`config.mk`:
```
export PLATFORM = sky130hd
export DESIGN_NAME = gticc_rxlink
export DESIGN_NICKNAME = d
export VERILOG_FILES = /design/src/rtl/gticc_rxlink.sv
export SDC_FILE = /design/constraint.sdc
export NUM_CORES = 1
export LEC_CHECK = 0
export CELL_PAD_IN_SITES_DETAIL_PLACEMENT = 0
export CELL_PAD_IN_SITES_GLOBAL_PLACEMENT = 1
export CORE_ASPECT_RATIO = 0.8
export CORE_MARGIN = 10
export CORE_UTILIZATION = 43
export CTS_BUF_LIST = sky130_fd_sc_hd__clkbuf_4
export CTS_CLUSTER_SIZE = 10
export DETAILED_ROUTE_END_ITERATION = 6
export GPL_ROUTABILITY_DRIVEN = 0
export PLACE_DENSITY_LB_ADDON = 0.1
export REMOVE_ABC_BUFFERS = 1
export SLEW_MARGIN = 20
export SYNTH_ARGS = -nofsm -noshare
export SYNTH_HDL_FRONTEND = slang
export SYNTH_SLANG_ARGS = --single-unit
```
`constraint.sdc`:
```
create_clock -name rxusrclk -period 3.3 [get_ports rxusrclk]
set_input_delay 0.99 -clock rxusrclk [delete_from_list [all_inputs] [get_ports rxusrclk]]
set_output_delay 0.99 -clock rxusrclk [all_outputs]
set_load 0.01 [all_outputs]
```
`src/rtl/gticc_rxlink.sv`:
```
// Receive link layer for the 16-bit 8b/10b ICC link: K28.5 comma alignment,
// HUNT/CHECK/SYNC link tracking, payload output. Optional macro: GTICC_RXLINK_ERRCNT_EN.
module gticc_rxlink #(
  parameter int DWIDTH   = 16,
  parameter int SYNC_CNT = 4,
  parameter int ERR_MAX  = 4,
  localparam int DBYTE   = DWIDTH / 8
) (
  input  logic              rxusrclk,
  input  logic              reset,
  input  logic              rxresetdone,
  input  logic [DWIDTH-1:0] rxdata,
  input  logic [DBYTE-1:0]  rxcharisk,
  input  logic [DBYTE-1:0]  rxdisperr,
  input  logic [DBYTE-1:0]  rxnotintable,
  output logic [DWIDTH-1:0] dout,
  output logic              dout_valid,
  output logic              linkup,
  output logic              lane_off,
  output logic [15:0]       errcnt
);

  typedef enum logic [1:0] {
    HUNT  = 2'd0,
    CHECK = 2'd1,
    SYNC  = 2'd2
  } state_t;

  localparam logic [7:0] COMMA    = 8'hBC;
  localparam logic [7:0] SYNC_LIM = 8'(SYNC_CNT);
  localparam logic [7:0] ERR_LIM  = 8'(ERR_MAX);

  // Two-word stage: only the upper byte of the older word is ever needed.
  logic [15:0] cur_data;
  logic [1:0]  cur_k;
  logic [1:0]  cur_err;
  logic [7:0]  prev_data;
  logic        prev_k;
  logic        prev_err;

  state_t      state_q, state_d;
  logic [7:0]  synccnt_q, synccnt_d;
  logic [7:0]  run_q, run_d;
  logic        lane_off_q, lane_off_d;
  logic        valid_d;
  logic [15:0] dout_q;
  logic        dout_valid_q;

  logic [15:0] al_data;
  logic [1:0]  al_k;
  logic [1:0]  al_err;
  logic        word_comma, word_data, word_bad;
  logic        raw0, raw1, raw_hit, raw_off;

  // NOTE: sequential state uses non-blocking assignments so every register
  // samples the pre-edge values of the others, independent of statement order.
  always_ff @(posedge rxusrclk) begin
    if (reset) begin
      cur_data  <= '0;
      cur_k     <= '0;
      cur_err   <= '0;
      prev_data <= '0;
      prev_k    <= 1'b0;
      prev_err  <= 1'b0;
    end else begin
      cur_data  <= rxdata;
      cur_k     <= rxcharisk;
      cur_err   <= rxdisperr | rxnotintable;
      prev_data <= cur_data[15:8];
      prev_k    <= cur_k[1];
      prev_err  <= cur_err[1];
    end
  end

  assign al_data = lane_off_q ? {cur_data[7:0], prev_data} : cur_data;
  assign al_k    = lane_off_q ? {cur_k[0], prev_k}         : cur_k;
  assign al_err  = lane_off_q ? {cur_err[0], prev_err}     : cur_err;

  assign word_comma = (al_data[7:0] == COMMA) && (al_k == 2'b01) && (al_err == 2'b00);
  assign word_data  = (al_k == 2'b00) && (al_err == 2'b00);
  assign word_bad   = !word_comma && !word_data;

  // Hunting looks at the raw word; byte 0 wins when both bytes carry a comma.
  assign raw0    = (cur_data[7:0]  == COMMA) && cur_k[0] && !cur_err[0];
  assign raw1    = (cur_data[15:8] == COMMA) && cur_k[1] && !cur_err[1];
  assign raw_hit = raw0 || raw1;
  assign raw_off = !raw0;

  // NOTE: every signal driven here gets a default first, so no path can
  // leave one unassigned and infer a latch.
  always_comb begin
    state_d    = state_q;
    synccnt_d  = synccnt_q;
    run_d      = run_q;
    lane_off_d = lane_off_q;
    valid_d    = 1'b0;

    if (!rxresetdone) begin
      state_d   = HUNT;
      synccnt_d = '0;
      run_d     = '0;
    end else begin
      unique case (state_q)
        HUNT: begin
          if (raw_hit) begin
            lane_off_d = raw_off;
            synccnt_d  = 8'd1;
            run_d      = '0;
            state_d    = (SYNC_LIM == 8'd1) ? SYNC : CHECK;
          end
        end
        CHECK: begin
          // A comma at the other offset means we locked onto the wrong byte.
          if (raw_hit && (raw_off != lane_off_q)) begin
            lane_off_d = raw_off;
            synccnt_d  = 8'd1;
          end else if (word_comma) begin
            synccnt_d = synccnt_q + 8'd1;
            if (synccnt_q + 8'd1 == SYNC_LIM) state_d = SYNC;
          end else if (word_bad) begin
            state_d   = HUNT;
            synccnt_d = '0;
          end
        end
        SYNC: begin
          if (word_data) begin
            valid_d = 1'b1;
            run_d   = '0;
          end else if (word_comma) begin
            run_d = '0;
          end else if (run_q + 8'd1 == ERR_LIM) begin
            state_d = HUNT;
            run_d   = '0;
          end else begin
            run_d = run_q + 8'd1;
          end
        end
        default: state_d = HUNT;
      endcase
    end
  end

  always_ff @(posedge rxusrclk) begin
    if (reset) begin
      state_q      <= HUNT;
      synccnt_q    <= '0;
      run_q        <= '0;
      lane_off_q   <= 1'b0;
      dout_q       <= '0;
      dout_valid_q <= 1'b0;
    end else begin
      state_q      <= state_d;
      synccnt_q    <= synccnt_d;
      run_q        <= run_d;
      lane_off_q   <= lane_off_d;
      dout_valid_q <= valid_d;
      if (valid_d) dout_q <= al_data;
    end
  end

`ifdef GTICC_RXLINK_ERRCNT_EN
  logic [15:0] errcnt_q;
  logic        err_inc;

  assign err_inc = rxresetdone && (state_q == SYNC) && word_bad;

  always_ff @(posedge rxusrclk) begin
    if (reset) begin
      errcnt_q <= '0;
    end else if (err_inc && (errcnt_q != 16'hFFFF)) begin
      errcnt_q <= errcnt_q + 16'd1;
    end
  end

  assign errcnt = errcnt_q;
`else
  assign errcnt = 16'h0000;
`endif

  assign dout       = dout_q;
  assign dout_valid = dout_valid_q;
  assign linkup     = (state_q == SYNC);
  assign lane_off   = lane_off_q;

endmodule
```
# --- After elaboration in Yosys (flattened, before gate mapping) ---
# Index checks and enable logic that the tools add are counted.
classes:
  n_eq_ne: 18
  bitwise_logic: 2
  muxes: 28
  addsub: 2
  n_reduce_logical: 25
ops:
  columns: ["op", "count"]
  rows:
  - ["$mux W8", 8]
  - ["$pmux W8 S2", 2]
  - ["$eq A8 B8 Y1 const B", 3]
  - ["$mux W2", 10]
  - ["$add A8 B1 Y8 const B", 2]
  - ["$eq A8 B3 Y1 const B", 2]
  - ["$mux W16", 1]
  - ["$ne A2 B2 Y1 const B", 5]
  - ["$logic_and A1 B1 Y1", 9]
  - ["$reduce_and A7 Y1", 1]
  - ["$logic_not A2 Y1", 3]
  - ["$ne A3 B3 Y1 const B", 2]
  - ["$pmux W2 S3", 1]
  - ["$logic_not A1 Y1", 5]
  - ["$mux W1", 5]
  - ["$eq A2 B1 Y1 const B", 2]
  - ["$ne A4 B4 Y1 const B", 1]
  - ["$reduce_and A4 Y1", 1]
  - ["$reduce_bool A2 Y1", 2]
  - ["$reduce_and A3 Y1", 1]
  - ["$eq A2 B2 Y1 const B", 1]
  - ["$ne A2 B1 Y1 const B", 1]
  - ["$or A2 B2 Y2", 1]
  - ["$pmux W1 S2", 1]
  - ["5 further kinds", 5]
totals:
  input_bits: 25
  register_bits: 66
  out_inout_bits: 35
  word_cells: 87

# --- Logic depth before layout (Yosys ltp) ---
# Gate-level depths: netlist of run 1.
depth:
  word_depth: 10
  depth_mapped: 7

# --- Worst setup path after synthesis of run 1 ---
# OpenSTA, ideal clock, no wires.
synth_timing:
  kind: "in2reg"
  from: "input port rxresetdone"
  to: "register run_q[2]"
  arrival_ns: 2.171
  setup_ns: 0.092
  path_buffers: 0
  path_stages: 5
  path_slack_ns: 1.036
  t_required_ns: 3.208
  cell_sequence: "nor2b_1 nand2_1 a211oi_2 o21ai_0 o32ai_1"
synth_between:
  elab_chain_len: 2
synth_rtl:
  columns: ["item", "line_no", "source"]
  rows:
  - ["start, declared", "11", "input logic rxresetdone,"]
  - ["$not A1 Y1 (no line)", null, null]
  - ["$reduce_or A2 Y1 (no line)", null, null]
  - ["end signal, assigned", "154", "run_q <= run_d;"]
  - ["end, declared", "43", "logic [7:0] run_q, run_d;"]
# Every way passes these cells.
# A chain may end at the register's enable or synchronous reset.

# --- Final worst setup path of run 1 ---
layout_timing:
  from: "register lane_off_q, in the netlist lane_off"
  to: "output port lane_off"
layout_rtl:
  columns: ["item", "line_no", "source"]
  rows:
  - ["start, declared", "44", "logic lane_off_q, lane_off_d;"]
  - ["start signal, assigned", "155", "lane_off_q <= lane_off_d;"]
  - ["end, declared", "19", "output logic lane_off,"]
# No word-level cell between the ends.

==> flow_summary.ini, run 1 <==
[outcome]
outcome = finished clean

[cts]
clock-sinks = 66
clockBufferDepth = 2
post_cts_buffers = 0
cts_tree = yes
cts_htree_levels = 3
clk_pin_slew_ps = 90
root_buffer = clkbuf_4
clkLatencyLatePin_ps = 400
hold_buffers = 0
ctsResizeCount = 0
numCtsBuffers = 9

[place]
io_buffer_count = 43
hpwl_um = 4400
dp.cells = 414

[logic_synthesis]
yosysTopAreaCellShare = 0.456
ys_seq_area_frac = 0.456
async_flop_share = 0
synthMuxAreaShare = 0.0518
syn_area_um2 = 2900
yosysWarnings = 0
syn_inst = 294
synth_area_leaders = dfxtp_1 (46%), nor2b_1 (6.9%), a211oi_2 (6.0%)
yosys.area_share.simple = 0.221
ys_types = 52
yosys.area.top_type = dfxtp_1
synth_top_family_by_area = simple AND/OR/NAND/NOR gates
synth_compound_area_frac = 0.173
synth_fa_ha_area_frac = 0.00864
avgSynthCellArea_um2 = 9.85
ys.flop_type = dfxtp_1
synth_seq_cells = 66
synthXorXnorAreaFrac = 0.0151
synth_edf_count = 0

[floorplanning]
core_area_um2 = 6470
std_cell_rows = 26
die_y_um = 93.4
ios = 60
die_area_um2 = 10400
start_util = 0.447
die_x_um = 112

[critical_path]
worstSetupPathType = flop to output pin
crit_arrival_ps = 1850
crit_fanout = 10
crit_path_start_kind = flop
cp.required_ps = 2310
crit_path_end_kind = output pin

[power_and_ir_drop]
powerDensity_nw_per_um2 = 407
peakVddDrop_uv = 180
leakagePower_nw = 1.24

[grt]
grtUsageMet1 = 0.156
grt_usage = 0.123
antenna_found_initial = 0
grt_overflow = 0
grt_util_met3 = 0.0587
use_met2 = 0.179
grt_pass1_wl_um = 10600
grt_pass1_vias = 2178
grt_max_degree = 49
top_usage_layer = met2

[timing]
grt_setup_unrepaired = no
setup_violations = 0
fin_tns_setup_ps = 0
tightestPinTransition_ps = 606
slew_violations = 0
slew-limit-headroom = 0.596
final-hold-violation-count = 0
min_period_ps = 2840
skew_ps = 15.6
post-route-period-util = 0.861
max_freq_ghz = 0.352

[routing]
drt-total-wl_um = 6060
detail-route-antenna-nets = 0
first_pass_iters = 4
wl_per_cell_um = 14.1
drc = 0
drtIter0Drc = 76
via_count = 2127
routed_via_density = 4.96

[finish]
stdcell_count = 429
mostFrequentLayoutCells = dfxtp_1 (66), clkdlybuf4s50_1 (42), nor2b_1 (32)
fillers = 609
fin_nets = 368
n_antenna_cell = 0
layout_commonest_cell = dfxtp_1
drive_gt1_frac = 0.104
area_growth_pct = 19.5

[job]
max_cap_viol_count = 0

[hold_path]
hp-class = flop to flop
## metal layers
metal / share of wire / up-vias / wire [um]
met5: 0 / - / 0
met1: 0.51 / 967 / 3060
li1: - / 1106 / -
met3: 0.070 / 4 / 422
met2: 0.41 / 50 / 2510
met4: 0.010 / 0 / 61
## path summary, 6_finish.rpt
kind	startpoint	end	slack, ps	cells past startpoint
setup / recovery	lane_off	lane_off	460	2
hold / removal	cur_k[1]	prev_k	490	1
setup reg to reg	lane_off	dout[4]	810	6
hold reg to reg	cur_k[1]	prev_k	490	1
## worst max-delay path, cell delays in order, from the launching register on
cell             delay [ps]
dfxtp_1                 630
buf_4                   270
clkdlybuf4s50_1         550
## metrics by stage
step	setup WS [ps]	total power [mW]	util	hold slack [ps]	cell area, um^2
4_1_cts	400	1.43	0.535	489	3460
3_5_place_dp	686	0.931	0.516	467	3340
6_report	459	1.41	0.535	487	3460
3_3_place_gp	718	0.931	0.516	472	3340
2_1_floorplan	360	0.881	-	447	2760
5_1_grt	345	1.47	0.535	505	3460
## logic make-up (layout without fill, tap and decap cells)
logic type	count (synthesis)	count (layout)
DFF	66	66
other	1	16
buffers and inverters	34	70
xor gates and xnor gates	5	5
AOI/OAI and AO/OA	54	54
adders and majority gates	2	2
muxes	15	15
and+or+nand+nor	117	117
## report_power, final
part           switching (mW)  internal, mW  total [mW]
registers              0.0126         0.815       0.827
clock network           0.267         0.227       0.494
logic                  0.0409        0.0448      0.0858
## cell type report
type	instances	area, um^2	area share
Sequential cell	66	1320	0.382
Clock inverter	5	46.3	0.0134
Clock buffer	10	75.1	0.0217
Tap cell	84	105	0.0304
Timing Repair Buffer	49	470	0.136
Multi-Input combinational cell	209	1420	0.410
Inverter	6	22.5	0.00651
## flip-flops by register name (all words and copies together) (netlist names)
signal	cells
lane_off	1
prev_k	1
cur_data	16
dout_valid	1
state_q	2
cur_err	2
prev_err	1
dout	16
prev_data	8
synccnt_q	8
run_q	8
cur_k	2
## Yosys cell counts (all sizes together), types with 4 or more instances
master   n
a21oi    4
a211oi  17
mux2i   15
inv      6
nor3     4
o22ai    4
nand3    8
nand2   12
nor2b   32
nor2    31
buf     22
clkbuf   6
a22o     4
and3     7
nand2b   7
dfxtp   66
(Power assumes the default switching activity.)
==> run 2, diff against run 1 <==
ABC_AREA = 1   (was default)
CORE_UTILIZATION = 41   (was 43)
GPL_ROUTABILITY_DRIVEN = default   (was 0)
==> run 2 against run 1 <==
  * Synthesized cell count rose by 60%
  * Register-to-register slack improved by 290 ps
  * Critical path depth rose by 1
  * Setup slack improved by 190 ps
  * Critical endpoint is now linkup
  * Largest cell class unchanged
  * Largest power group unchanged
==> flow_summary.ini, run 2 <==
[floorplanning]
die_x_um = 119
start_util = 0.426
core_area_um2 = 7500
die_area_um2 = 11700
ios = 60
die_y_um = 98.9
std_cell_rows = 28

[critical_path]
crit_fanout = 4
reg2reg_depth = 10
cp.required_ps = 2310
crit_path_start_kind = flop
crit_path_end_kind = output pin
crit_arrival_ps = 1660
worstSetupPathType = flop to output pin

[logic_synthesis]
syn_area_um2 = 3190
ys_seq_area_frac = 0.414
yosysTopAreaCellShare = 0.414
ys_types = 29
synth_edf_count = 0
avgSynthCellArea_um2 = 6.80
syn_inst = 469
synth_seq_cells = 66
ys.flop_type = dfxtp_1
synth_area_leaders = dfxtp_1 (41%), nand2_1 (14%), inv_1 (7.8%)
yosysWarnings = 0
yosysMostFrequentCell = nand2_1
synthTopCellsByCount = nand2_1 (121), dfxtp_1 (66), inv_1 (66)
yosys.area.top_type = dfxtp_1
async_flop_share = 0

[timing]
min_period_ps = 2650
setup_violations = 0
post-route-period-util = 0.802
final-hold-violation-count = 0
slew_violations = 0
fin_tns_setup_ps = 0
skew_ps = 16.9
tightestPinTransition_ps = 621
max_freq_ghz = 0.378
slew-limit-headroom = 0.583
grt_setup_unrepaired = no

[finish]
drive_gt1_frac = 0.0601
fin_nets = 538
mostFrequentLayoutCells = nand2_1 (121), inv_1 (66), dfxtp_1 (66)
area_growth_pct = 18.7
fin_util = 0.505
layout_commonest_cell = nand2_1
n_antenna_cell = 0
fin_area_um2 = 3790
stdcell_count = 621

[cts]
post_cts_buffers = 0
clk_pin_slew_ps = 120
clock-sinks = 66
ctsResizeCount = 0
root_buffer = clkbuf_4
cts_htree_levels = 3
clkLatencyLatePin_ps = 400
numCtsBuffers = 9
hold_buffers = 0
clockBufferDepth = 2
cts_tree = yes

[place]
hpwl_um = 5610
gp_congestion = 0.880
io_buffer_count = 43
dp.cells = 605
place_area_um2 = 3630

[grt]
antenna_found_initial = 0
grt_max_degree = 49
grtUsageMet1 = 0.182
use_met2 = 0.174
grt_usage = 0.129
grt_pass1_wl_um = 12600
top_usage_layer = met1
grt_util_met3 = 0.0564
grt_overflow = 0
grt_pass1_vias = 2566

[routing]
drc = 0
wl_per_cell_um = 11.9
detail-route-antenna-nets = 0
drt-total-wl_um = 7410
routed_via_density = 4.56
via_count = 2834
drtIter0Drc = 150
first_pass_iters = 7

[job]
max_cap_viol_count = 0

[power_and_ir_drop]
leakagePower_nw = 1.58
peakVddDrop_uv = 256
powerDensity_nw_per_um2 = 404

[outcome]
outcome = finished clean

[hold_path]
hold_depth = 2
hp-class = flop to flop
==> run 2: kinds of logic after synthesis <==
| group | after synthesis | synth area share |
|---|---|---|
| compound gates | 47 | 0.0761 |
| other cells | 1 | 0.00118 |
| fa+ha+maj | 2 | 0.00784 |
| xor+xnor | 8 | 0.0220 |
| simple gates | 246 | 0.333 |
| flops | 66 | 0.414 |
| buf+inv | 99 | 0.145 |
==> run 2: critical path, cell delays in order (launching register included) <==
cell and delay, ps:
dfxtp_1 410, inv_2 50, nor2_1 210, clkdlybuf4s50_1 590
==> run 2: worst paths after layout <==
path / from / to / slack, ps
worst max-delay path: state_q[1] / linkup / 650
worst min-delay path: cur_data[11] / prev_data[3] / 440
worst max register to register: lane_off / dout[4] / 1100
worst min register to register: cur_data[11] / prev_data[3] / 440
==> run 2: power by group <==
| part | switching [mW] | internal (mW) | total (mW) |
|---|---|---|---|
| Clock | 0.288 | 0.311 | 0.599 |
| Combinational | 0.0636 | 0.0430 | 0.107 |
| Sequential | 0.0105 | 0.815 | 0.825 |
| Total | 0.362 | 1.17 | 1.53 |
==> run 2: per-layer routing <==
layer / wire, um / vias to the layer above
met5: 0 / -
met4: 64 / 0
met1: 3920 / 1237
met2: 2820 / 87
met3: 604 / 6
li1: - / 1504
==> run 2: cell type report <==
type | count | area [um^2]
Multi-Input combinational cell | 319 | 1460
Sequential cell | 66 | 1320
Fill cell | 778 | 3710
Inverter | 68 | 255
Tap cell | 105 | 131
Clock inverter | 6 | 81.3
Timing Repair Buffer | 47 | 460
Clock buffer | 10 | 75.1
==> run 2: stage by stage <==
step	power [mW]	hold slack, ps	setup WS [ps]
2_1_floorplan	0.892	417	1200
3_3_place_gp	0.949	431	894
3_5_place_dp	0.950	429	795
4_1_cts	1.55	444	593
5_1_grt	1.60	473	565
6_report	1.53	440	652
